### config.mk
export PLATFORM = sky130hd
export DESIGN_NAME = digit_chain_counter
export DESIGN_NICKNAME = d
export VERILOG_FILES = /design/src/rtl/digit_chain_pkg.sv /design/src/rtl/digit_chain_counter_cell.sv /design/src/rtl/digit_chain_counter.sv
export SDC_FILE = /design/constraint.sdc
export NUM_CORES = 1
export LEC_CHECK = 0
export CAP_MARGIN = 20
export CORE_ASPECT_RATIO = 1.2
export CORE_MARGIN = 10
export CORE_UTILIZATION = 35
export CTS_BUF_LIST = sky130_fd_sc_hd__clkbuf_4
export DETAILED_ROUTE_END_ITERATION = 12
export GPL_TIMING_DRIVEN = 0
export PLACE_DENSITY_LB_ADDON = 0.1
export REMOVE_ABC_BUFFERS = 1
export SYNTH_ARGS = -nofsm -noshare
export SYNTH_HDL_FRONTEND = slang
export SYNTH_SLANG_ARGS = --single-unit
### constraint.sdc
create_clock -name clk -period 4.6 [get_ports clk]
set_input_delay 1.38 -clock clk [delete_from_list [all_inputs] [get_ports clk]]
set_output_delay 1.38 -clock clk [all_outputs]
set_load 0.02 [all_outputs]
### src/rtl/digit_chain_pkg.sv
// Shared digit width, terminal values and per-digit helpers for the digit chain counter.
package digit_chain_pkg;

    localparam int unsigned DIGIT_W = 4;
    localparam logic [DIGIT_W-1:0] BCD_MAX = 4'd9;
    localparam logic [DIGIT_W-1:0] BIN_MAX = 4'd15;

    function automatic logic [DIGIT_W-1:0] digit_max(input logic is_bcd);
        return is_bcd ? BCD_MAX : BIN_MAX;
    endfunction

    function automatic logic digit_valid(input logic [DIGIT_W-1:0] value, input logic is_bcd);
        return !is_bcd || (value <= BCD_MAX);
    endfunction

endpackage

### src/rtl/digit_chain_counter_cell.sv
// One 4-bit counter digit, binary or BCD. With DIGIT_CHAIN_LOAD_CLAMP_EN defined,
// loaded BCD values above 9 are stored as 9.
module digit_cell
    import digit_chain_pkg::*;
#(
    parameter bit IS_BCD = 1'b0
) (
    input  logic               clk,
    input  logic               rst,
    input  logic               inc,
    input  logic               dec,
    input  logic               ld,
    input  logic [DIGIT_W-1:0] d,
    output logic [DIGIT_W-1:0] q,
    output logic               is_max,
    output logic               is_zero
);

    localparam logic [DIGIT_W-1:0] MAX = digit_max(IS_BCD);

    logic [DIGIT_W-1:0] r_q;
    logic [DIGIT_W-1:0] w_up;
    logic [DIGIT_W-1:0] w_dn;
    logic [DIGIT_W-1:0] w_load;
    logic               w_valid;

    // An out-of-range BCD value steps to 0 going up and to 9 going down.
    always_comb begin
        w_valid = digit_valid(r_q, IS_BCD);
        w_up    = (!w_valid || (r_q == MAX)) ? '0 : r_q + DIGIT_W'(1);
        w_dn    = !w_valid ? BCD_MAX : ((r_q == '0) ? MAX : r_q - DIGIT_W'(1));
`ifdef DIGIT_CHAIN_LOAD_CLAMP_EN
        w_load  = digit_valid(d, IS_BCD) ? d : BCD_MAX;
`else
        w_load  = d;
`endif
    end

    always_ff @(posedge clk or posedge rst) begin
        if (rst) begin
            r_q <= '0;
        end else if (ld) begin
            r_q <= w_load;
        end else if (inc) begin
            r_q <= w_up;
        end else if (dec) begin
            r_q <= w_dn;
        end
    end

    assign q       = r_q;
    assign is_max  = (r_q == MAX);
    assign is_zero = (r_q == '0);

endmodule

### src/rtl/digit_chain_counter.sv
// N-digit mixed binary/BCD up/down counter with load, wrap/saturate and terminal pulse.
// Optional macro DIGIT_CHAIN_LOAD_CLAMP_EN clamps loaded BCD digits to 9.
module digit_chain_counter
    import digit_chain_pkg::*;
#(
    parameter int unsigned     NDIG     = 4,
    parameter logic [NDIG-1:0] BCD_MASK = NDIG'(4'b1100),
    parameter bit              WRAP     = 1'b1
) (
    input  logic                    clk,
    input  logic                    rst,
    input  logic                    up,
    input  logic                    dw,
    input  logic                    ld,
    input  logic [DIGIT_W*NDIG-1:0] din,
    output logic [DIGIT_W*NDIG-1:0] q,
    output logic                    utc,
    output logic                    dtc,
    output logic                    evt
);

    logic [NDIG-1:0] w_is_max;
    logic [NDIG-1:0] w_is_zero;
    logic [NDIG-1:0] w_carry;
    logic [NDIG-1:0] w_borrow;
    logic [NDIG-1:0] w_inc;
    logic [NDIG-1:0] w_dec;
    logic            w_up_req;
    logic            w_dn_req;
    logic            w_utc;
    logic            w_dtc;
    logic            w_hit;
    logic            w_freeze;
    logic            r_evt;

    // Digit i steps only when every lower digit sits at its terminal value.
    always_comb begin
        w_carry     = '0;
        w_borrow    = '0;
        w_carry[0]  = 1'b1;
        w_borrow[0] = 1'b1;
        for (int i = 1; i < NDIG; i++) begin
            w_carry[i]  = w_carry[i-1] & w_is_max[i-1];
            w_borrow[i] = w_borrow[i-1] & w_is_zero[i-1];
        end
    end

    always_comb begin
        w_up_req = up & ~dw & ~ld;
        w_dn_req = dw & ~up & ~ld;
        w_utc    = &w_is_max;
        w_dtc    = &w_is_zero;
        w_hit    = (w_up_req & w_utc) | (w_dn_req & w_dtc);
        w_freeze = ~WRAP & w_hit;
        w_inc    = {NDIG{w_up_req & ~w_freeze}} & w_carry;
        w_dec    = {NDIG{w_dn_req & ~w_freeze}} & w_borrow;
    end

    always_ff @(posedge clk or posedge rst) begin
        if (rst) begin
            r_evt <= 1'b0;
        end else begin
            r_evt <= w_hit;
        end
    end

    for (genvar g = 0; g < NDIG; g++) begin : g_digit
        digit_cell #(
            .IS_BCD (BCD_MASK[g])
        ) u_digit (
            .clk     (clk),
            .rst     (rst),
            .inc     (w_inc[g]),
            .dec     (w_dec[g]),
            .ld      (ld),
            .d       (din[g*DIGIT_W +: DIGIT_W]),
            .q       (q[g*DIGIT_W +: DIGIT_W]),
            .is_max  (w_is_max[g]),
            .is_zero (w_is_zero[g])
        );
    end

    assign utc = w_utc;
    assign dtc = w_dtc;
    assign evt = r_evt;

endmodule

==> reports/metrics.yaml, run 1 <==
detailed_routing:
  viasPerCell: 5.49
  wl_per_cell_um: 15.9
  routed-via-count: 1570
  drtIter0Drc: 79
  drc_errors: 0
  wirelength_um: 4560
  dr.pass1.iters: 4
  ant_nets: 0
hold_path:
  min_from: "g_digit[3].u_digit.q[1]$_DFFE_PP0P_"
  hold_class: "register to register"
  worstHoldEndpoint: "g_digit[3].u_digit.q[1]$_DFFE_PP0P_"
  hold_path_depth: 2
clock_network:
  clockBufferDepth: 2
  holdBufCountCts: 0
  htreeDepth: 1
  cts.sink_count: 17
  cts_setup_buffers: 0
  clkLatencyLatePin_ps: 290
  root_buffer: "clkbuf_4"
  path_clk_slew_ps: 100
  cts_tree: "yes"
  post_cts_resized: 0
  cts_buffers: 3
outcome:
  status: "complete, no violations"
timing:
  timing.setup.tns_ps: 0
  final.min_clock_period_ps: 4250
  hold_viol_final: 0
  final_max_slew_viol_count: 0
  skew_ps: 1.24
  tightest_slew_ps: 684
  timing.fmax_mhz: 235
  slew_headroom_pct: 54.3
  finalCritPeriodShare_pct: 92.4
  setup_viol: 0
  rsz0062_at_grt: "false"
power_and_ir_drop:
  power_density_mw_per_mm2: 293
  power_mw: 0.607
  ir_drop_mv: 0.106
  p_leak_nw: 0.818
logic_synthesis:
  synth_area_mm2: 0.00161
  ys_seq_elements: 17
  syn_inst: 194
  ys_warn_count: 0
  synthFlopType: "dfrtp_1"
  synth_edf_count: 0
  yosysSeqAreaShare_pct: 26.4
  syn_avg_cell_area_um2: 8.31
  synthDistinctLibCells: 60
  async_flop_share_pct: 100
place:
  io_buffers: 39
  placedInstanceArea_mm2: 0.00203
  dp_hpwl_um: 3440
  routabilityCongestion: 0.848
setup_path:
  required_ps: 3220
  r2r_cells: 7
  worstPathArrival_ps: 2870
  reg2reg_from: "g_digit[1].u_digit.q[0]$_DFFE_PP0P_"
  worst_setup_path_end_kind: "output pin"
  worst-path-max-fanout: 8
  startpoint_type: "register"
  rrSetupSlack_ps: 2220
  worstSetupPathType: "register to output pin"
  reg2reg_to: "g_digit[3].u_digit.q[2]$_DFFE_PP0P_"
layout:
  final_cell_mix: "clkdlybuf4s50_1, dfrtp_1, nor2_1"
  diodes: 0
  final_common_cell: "clkdlybuf4s50_1"
  final_area_mm2: 0.00207
  drive_above_1_share_pct: 7.02
  syn2layout_area_growth_pct: 28.5
  nets: 262
floorplanning:
  dieArea_mm2: 0.00773
  io_pins: 40
  core_mm2: 0.00453
  die_w_um: 82.0
  rows: 27
  die_h_um: 94.4
  start_util_pct: 35.6
global_routing:
  antenna_found_initial: 0
  grt-ovfl-total: 0
  first_global_vias: 1591
  grt_start_max_net_pins: 31
  grt_use_total_pct: 12.4
  grt_pass1_wl_um: 7810
run:
  drv_cap: 0
## layout make-up
cell class,instances,area [um2]
inverters,13,48.8
flip-flops and latches,17,425
repair buffers,40,405
well taps,58,72.6
fillers,460,2450
multi-input cells,154,1090
clock buffers,4,30.0
## power breakdown
| group | switching (mW) | internal, mW |
|---|---|---|
| Clock | 0.0497 | 0.0396 |
| Combinational | 0.146 | 0.142 |
| Sequential | 0.0557 | 0.173 |
| Total | 0.252 | 0.355 |
## routing by layer
metal | global-route usage [%] | wire, um | part of all wire, %
met1 | 15.2 | 2060 | 45
met4 | 5.11 | 44 | 0.96
met2 | 19.7 | 2180 | 48
met3 | 3.80 | 276 | 6.1
met5 | 0 | 0 | 0
## flip-flops by register name, summed over array words and instances (netlist names)
signal	count
g_digit.u_digit.q	16
evt	1
## cell usage after synthesis (3+ instances only)
cell type / n / share of area, %
a21oi_1: 11 / 3.4
nor3_1: 4 / 1.2
or3b_2: 4 / 2.2
inv_1: 12 / 2.8
o21ai_0: 13 / 4.0
o211ai_1: 4 / 1.9
nor2_1: 14 / 3.3
a31oi_1: 6 / 2.3
nand3_1: 4 / 1.2
nand2_1: 12 / 2.8
nand2b_1: 8 / 3.1
o21bai_1: 3 / 1.4
nor2b_1: 5 / 1.9
dfrtp_1: 17 / 26
clkbuf_1: 8 / 1.9
ha_1: 12 / 9.3
o22ai_1: 4 / 1.6
## critical path, stage by stage, from the launching register on
cell and delay, ps:
dfrtp_1 490, inv_1 140, ha_1 170, or3b_2 490
or3b_2 470, nor3_1 170, clkdlybuf4s50_1 650
## cells by family (layout without fill, tap and decap cells)
family / Yosys count / in the layout / share of synthesized area [%]
mux: 2 / 2 / 1.32
simple gates: 68 / 68 / 25.8
xor+xnor: 4 / 4 / 2.17
fa+ha+maj: 12 / 12 / 9.31
compound gates: 68 / 68 / 29.0
flops: 17 / 17 / 26.4
buf+inv: 23 / 57 / 6.05
## worst max path at each step
stage                                         from                                   to
6_report       g_digit[2].u_digit.q[0]$_DFFE_PP0P_                                  dtc
3_3_place_gp                                    ld  g_digit[2].u_digit.q[0]$_DFFE_PP0P_
4_1_cts        g_digit[2].u_digit.q[0]$_DFFE_PP0P_                                  dtc
5_1_grt        g_digit[2].u_digit.q[0]$_DFFE_PP0P_                                  dtc
2_1_floorplan  g_digit[2].u_digit.q[0]$_DFFE_PP0P_                                  dtc
3_5_place_dp                                    ld  g_digit[2].u_digit.q[0]$_DFFE_PP0P_
## through the flow
stage               instances  util (%)  hold WS (ps)  worst slack [ps]
floorplan                 184         -           693              1050
global placement          281      44.8           636               277
detailed placement        281      44.8           644               310
CTS                       285      45.4           655               333
global route              286      45.8           735               136
finish                    286      45.8           648               349
Note: power is estimated with default switching activity, not from simulation.
==> inputs of run 2 (changes only) <==
Settings changed: CORE_UTILIZATION 35 to 55.
==> reports/metrics.yaml, run 2 (synthesized netlist as in run 1, its figures left out) <==
power_and_ir_drop:
  pwr-share-comb_pct: 47.5  # about the same
  p_sw_share_pct: 42.3  # +0.81 points
  p_clk_share_pct: 15.4  # +0.7 points
  power_density_mw_per_mm2: 303  # +3.5%
  power_mw: 0.614  # +1.2%
  internal_power_mw: 0.354  # -0.16%
  p_leak_nw: 0.811  # -0.91%
  p_sw_mw: 0.260  # +3.2%
  ir_drop_mv: 0.169  # +61%
  sequentialPowerShare_pct: 37.1  # -0.6 points
detailed_routing:
  wirelength_um: 4510  # -1.0%
  routed-via-count: 1673  # +6.6%
  ant_nets: 0  # unchanged
  drtIter0Drc: 212  # +170%
  wl_per_cell_um: 17.3  # +8.5%
  wl_met1_um: 1930  # -6.6%
  drc_errors: 0  # unchanged
  viasPerCell: 6.41  # +17%
  highest_layer: "met4"
  dr.pass1.iters: 5  # +1
  dr_wl_met2_um: 2290  # +5.1%
  wl_met3_um: 263  # -4.7%
global_routing:
  first_global_vias: 1687  # +6.0%
  grt_use_total_pct: 15.6  # +3.2 points
  grt_start_max_net_pins: 31  # unchanged
  antenna_found_initial: 0  # unchanged
  grt_pass1_wl_um: 7630  # -2.3%
  grt-ovfl-total: 0  # unchanged
floorplanning:
  die_h_um: 79.3  # -16%
  start_util_pct: 57.4  # +22 points
  io_pins: 40  # unchanged
  core_mm2: 0.00281  # -38%
  dieArea_mm2: 0.00551  # -29%
  die_w_um: 69.4  # -15%
  rows: 21  # -22%
setup_path:
  reg2reg_from: "g_digit[2].u_digit.q[0]$_DFFE_PP0P_"
  rrSetupSlack_ps: 2170  # -50 ps
  worst_setup_path_end_kind: "output pin"
  worstSetupPathType: "register to output pin"
  worst-path-max-fanout: 8  # unchanged
  startpoint_type: "register"
  reg2reg_to: "g_digit[3].u_digit.q[2]$_DFFE_PP0P_"
  worstPathArrival_ps: 2870  # about the same
  required_ps: 3220  # about the same
  r2r_cells: 7  # unchanged
place:
  dp_hpwl_um: 3280  # -4.8%
  routabilityCongestion: 0.930  # +9.6%
  place_ws_ps: 362  # +52.3 ps
  io_buffers: 39  # unchanged
  place_inst: 257  # -8.5%
clock_network:
  clkLatencyLatePin_ps: 300  # about the same
  htreeDepth: 1  # unchanged
  cts_setup_buffers: 0  # unchanged
  clockBufferDepth: 2  # unchanged
  cts_buffers: 3  # unchanged
  cts.sink_count: 17  # unchanged
  path_clk_slew_ps: 110  # about the same
  holdBufCountCts: 0  # unchanged
  root_buffer: "clkbuf_4"
  post_cts_resized: 0  # unchanged
  cts_tree: "yes"
layout:
  nets: 261  # -0.38%
  final_common_cell: "clkdlybuf4s50_1"
  syn2layout_area_growth_pct: 25.7
  diodes: 0  # unchanged
  final_cell_mix: "clkdlybuf4s50_1, dfrtp_1, nor2_1"
  drive_above_1_share_pct: 6.61  # -0.41 points
  largest_reg_flops: 16  # unchanged
  fin_util_pct: 72.1  # +26 points
  fin_cells: 261  # -8.7%
timing:
  finalCritPeriodShare_pct: 92.5  # about the same
  timing.setup.tns_ps: 0  # unchanged
  final_max_slew_viol_count: 0  # unchanged
  skew_ps: 6.21  # +4.97 ps
  final.min_clock_period_ps: 4250  # +2.71 ps
  timing.fmax_mhz: 235  # about the same
  setup_viol: 0  # unchanged
  fin_ws_ps: 346  # -2.71 ps
  tightest_slew_ps: 1070  # +389 ps
  rsz0062_at_grt: "false"
  hold_viol_final: 0  # unchanged
  slew_headroom_pct: 28.2  # -26 points
hold_path:
  worstHoldEndpoint: "g_digit[2].u_digit.q[1]$_DFFE_PP0P_"
  hold_class: "register to register"
  min_from: "g_digit[2].u_digit.q[1]$_DFFE_PP0P_"
  hold_path_depth: 1  # -1
outcome:
  status: "complete, no violations"
run:
  drv_cap: 0  # unchanged
==> run 2: cell count changes in the layout (fill, tap and decap cells not counted) <==
cell   previous run  this run
buf_8             1         0
==> run 2: final cells by class <==
class / count / area, um2
Multi-Input combinational cell: 154 / 1090
Fill cell: 219 / 785
Sequential cell: 17 / 425
Timing Repair Buffer: 39 / 390
Inverter: 13 / 48.8
Tap cell: 34 / 42.5
Clock buffer: 4 / 30.0
==> run 2: metal layers <==
layer,GRT usage (%),vias to the layer above
li1,-,796
met4,5.24,0
met5,0,-
met3,4.23,4
met2,28.2,51
met1,17.2,822
==> run 2: critical path, stage by stage, from the launching register on <==
cell             delay (ps)
dfrtp_1                 470
inv_1                   130
ha_1                    170
or3b_2                  500
or3b_2                  490
nor3_1                  170
clkdlybuf4s50_1         640
==> run 2: how the worst max path moves through the flow <==
stage | slack, ps | end | cells past startpoint | startpoint
after global placement | 380 | g_digit[2].u_digit.q[0]$_DFFE_PP0P_ | 6 | ld
after CTS | 330 | dtc | 6 | g_digit[2].u_digit.q[0]$_DFFE_PP0P_
after floorplan | 1050 | dtc | 5 | g_digit[2].u_digit.q[0]$_DFFE_PP0P_
final | 350 | dtc | 6 | g_digit[2].u_digit.q[0]$_DFFE_PP0P_
after global routing | 230 | dtc | 6 | g_digit[2].u_digit.q[0]$_DFFE_PP0P_
after detailed placement | 360 | g_digit[3].u_digit.q[2]$_DFFE_PP0P_ | 6 | ld
==> run 2: power by group through the flow <==
stage          Combinational, mW  Clock [mW]  Sequential [mW]
2_1_floorplan              0.154           0            0.247
3_3_place_gp               0.280           0            0.225
3_5_place_dp               0.289           0            0.228
4_1_cts                    0.292      0.0964            0.225
5_1_grt                    0.321       0.102            0.234
6_report                   0.292      0.0945            0.228
==> run 2: through the flow <==
| step | hold WS (ps) | instance area (um2) |
|---|---|---|
| floorplan | 693 | 1560 |
| global placement | 616 | 2000 |
| detailed placement | 626 | 2000 |
| CTS | 657 | 2030 |
| global route | 696 | 2030 |
| finish | 668 | 2030 |
==> inputs of run 3 (changes only) <==
Settings changed: CORE_MARGIN 10 to default.
==> reports/metrics.yaml, run 3 (synthesized netlist as in run 1, its figures left out) <==
layout:
  nets: 261  # unchanged
  fillers: 238  # +8.7%
  final_common_cell: "clkdlybuf4s50_1"
  largest_reg_flops: 16  # unchanged
  drive_above_1_share_pct: 6.61  # unchanged
  final_cell_mix: "clkdlybuf4s50_1, dfrtp_1, nor2_1"
  multi_input_area_mm2: 0.00109  # unchanged
  syn2layout_area_growth_pct: 25.5
  regArea_um2: 425  # unchanged
  fin_cells: 261  # unchanged
  diodes: 0  # unchanged
clock_network:
  cts.sink_count: 17  # unchanged
  root_buffer: "clkbuf_4"
  cts_buffers: 3  # unchanged
  cts_tree: "yes"
  holdBufCountCts: 0  # unchanged
  path_clk_slew_ps: 110  # about the same
  post_cts_resized: 0  # unchanged
  clockBufferDepth: 2  # unchanged
  clkLatencyLatePin_ps: 300  # about the same
  cts_setup_buffers: 0  # unchanged
  htreeDepth: 1  # unchanged
floorplanning:
  io_pins: 40  # unchanged
  die_h_um: 61.3  # -23%
  die_w_um: 51.4  # -26%
  core_mm2: 0.00279  # -0.93%
  start_util_pct: 57.9  # +0.54 points
  rows: 21  # unchanged
  dieArea_mm2: 0.00315  # -43%
timing:
  rsz0062_at_grt: "false"
  setup_viol: 0  # unchanged
  final.min_clock_period_ps: 4240  # -11.3 ps
  timing.fmax_mhz: 236  # +0.27%
  finalCritPeriodShare_pct: 92.2  # -0.25 points
  hold_viol_final: 0  # unchanged
  holdWs_ps: 657  # -10.5 ps
  slew_headroom_pct: 28.1  # -0.094 points
  final_max_slew_viol_count: 0  # unchanged
  tightest_slew_ps: 1070  # +1.40 ps
  timing.setup.tns_ps: 0  # unchanged
  skew_ps: 1.96  # -4.25 ps
outcome:
  status: "complete, no violations"
setup_path:
  reg2reg_from: "g_digit[2].u_digit.q[1]$_DFFE_PP0P_"
  worstPathCellList: "inv_1, ha_1, or3b_2, or3b_2, nor3_1, clkdlybuf4s50_1"
  cpMostUsedCell: "or3b_2"
  r2r_cells: 7  # unchanged
  reg2reg_to: "g_digit[3].u_digit.q[2]$_DFFE_PP0P_"
  max_stage_delay_ps: 640  # about the same
  worst-path-max-fanout: 7  # -1
  crit_slowest_cell: "clkdlybuf4s50_1"
  worstPathArrival_ps: 2860  # about the same
  worstSetupPathType: "register to output pin"
  required_ps: 3220  # about the same
  crit_buf_inv: 2  # unchanged
  rrSetupSlack_ps: 2230  # +60 ps
  crit_family: "simple AND/OR/NAND/NOR gates"
  startpoint_type: "register"
  worst_setup_path_end_kind: "output pin"
global_routing:
  first_global_vias: 1442  # -15%
  antenna_found_initial: 0  # unchanged
  grt_start_max_net_pins: 31  # unchanged
  grt_pass1_wl_um: 6400  # -16%
  grt-ovfl-total: 0  # unchanged
  grt_use_total_pct: 26.9  # +11 points
power_and_ir_drop:
  ir_drop_mv: 0.203  # +20%
  power_mw: 0.602  # -2.0%
  power_density_mw_per_mm2: 297  # -1.9%
  p_leak_nw: 0.810  # about the same
run:
  drv_cap: 0  # unchanged
detailed_routing:
  dr.pass1.iters: 5  # unchanged
  drtIter0Drc: 79  # -63%
  drc_errors: 0  # unchanged
  wl_per_cell_um: 15.5  # -11%
  routed-via-count: 1607  # -3.9%
  wirelength_um: 4040  # -11%
  ant_nets: 0  # unchanged
  viasPerCell: 6.16  # -3.9%
hold_path:
  min_from: "g_digit[3].u_digit.q[1]$_DFFE_PP0P_"
  hold_class: "register to register"
  worstHoldEndpoint: "g_digit[3].u_digit.q[1]$_DFFE_PP0P_"
  hold_path_depth: 2  # +1
place:
  routabilityCongestion: 0.842  # -9.5%
  io_buffers: 39  # unchanged
  place_inst: 257  # unchanged
  dp_hpwl_um: 2890  # -12%
-- run 3: worst reg2reg max path, cell delays in order (launching register included) --
cell and delay (ps):
dfrtp_1 480, inv_1 140, ha_1 160, or3b_2 490, nor4_2 390, or3_1 270, o21ai_0 120, a32o_1 220
-- run 3: power by group --
group          switching (mW)  internal (mW)  total, mW
Clock                  0.0536         0.0324     0.0861
Combinational           0.147          0.142      0.289
Sequential             0.0540          0.173      0.227
Total                   0.255          0.347      0.602
-- run 3: layout make-up --
cell class                      instances  share of cell area [%]
Clock buffer                            3                    1.11
Clock inverter                          1                   0.247
Inverter                               13                    2.41
Multi-Input combinational cell        154                    53.8
Sequential cell                        17                    21.0
Tap cell                               34                    2.10
Timing Repair Buffer                   39                    19.3
-- run 3: worst max-delay path by stage --
stage	cells after the start	start	endpoint
6_report	6	g_digit[2].u_digit.q[1]$_DFFE_PP0P_	dtc
5_1_grt	6	g_digit[2].u_digit.q[0]$_DFFE_PP0P_	dtc
4_1_cts	6	g_digit[2].u_digit.q[0]$_DFFE_PP0P_	dtc
3_5_place_dp	6	ld	g_digit[2].u_digit.q[0]$_DFFE_PP0P_
3_3_place_gp	6	ld	g_digit[2].u_digit.q[0]$_DFFE_PP0P_
2_1_floorplan	5	g_digit[2].u_digit.q[0]$_DFFE_PP0P_	dtc
-- run 3: through the flow --
stage | worst slack, ps | instance area, um2 | utilization [%]
floorplan | 1050 | 1560 | -
CTS | 367 | 2020 | 72.7
global placement | 331 | 2000 | 71.7
finish | 358 | 2020 | 72.7
global route | 273 | 2020 | 72.7
detailed placement | 312 | 2000 | 71.7
-- run 3: layer usage --
metal	wire [um]	up-vias	GRT usage, %	part of all wire [%]
li1	-	792	-	-
met2	2010	47	46.9	50
met3	170	6	3.46	4.2
met1	1800	762	32.7	44
met4	61	0	13.1	1.5
met5	0	-	0	0
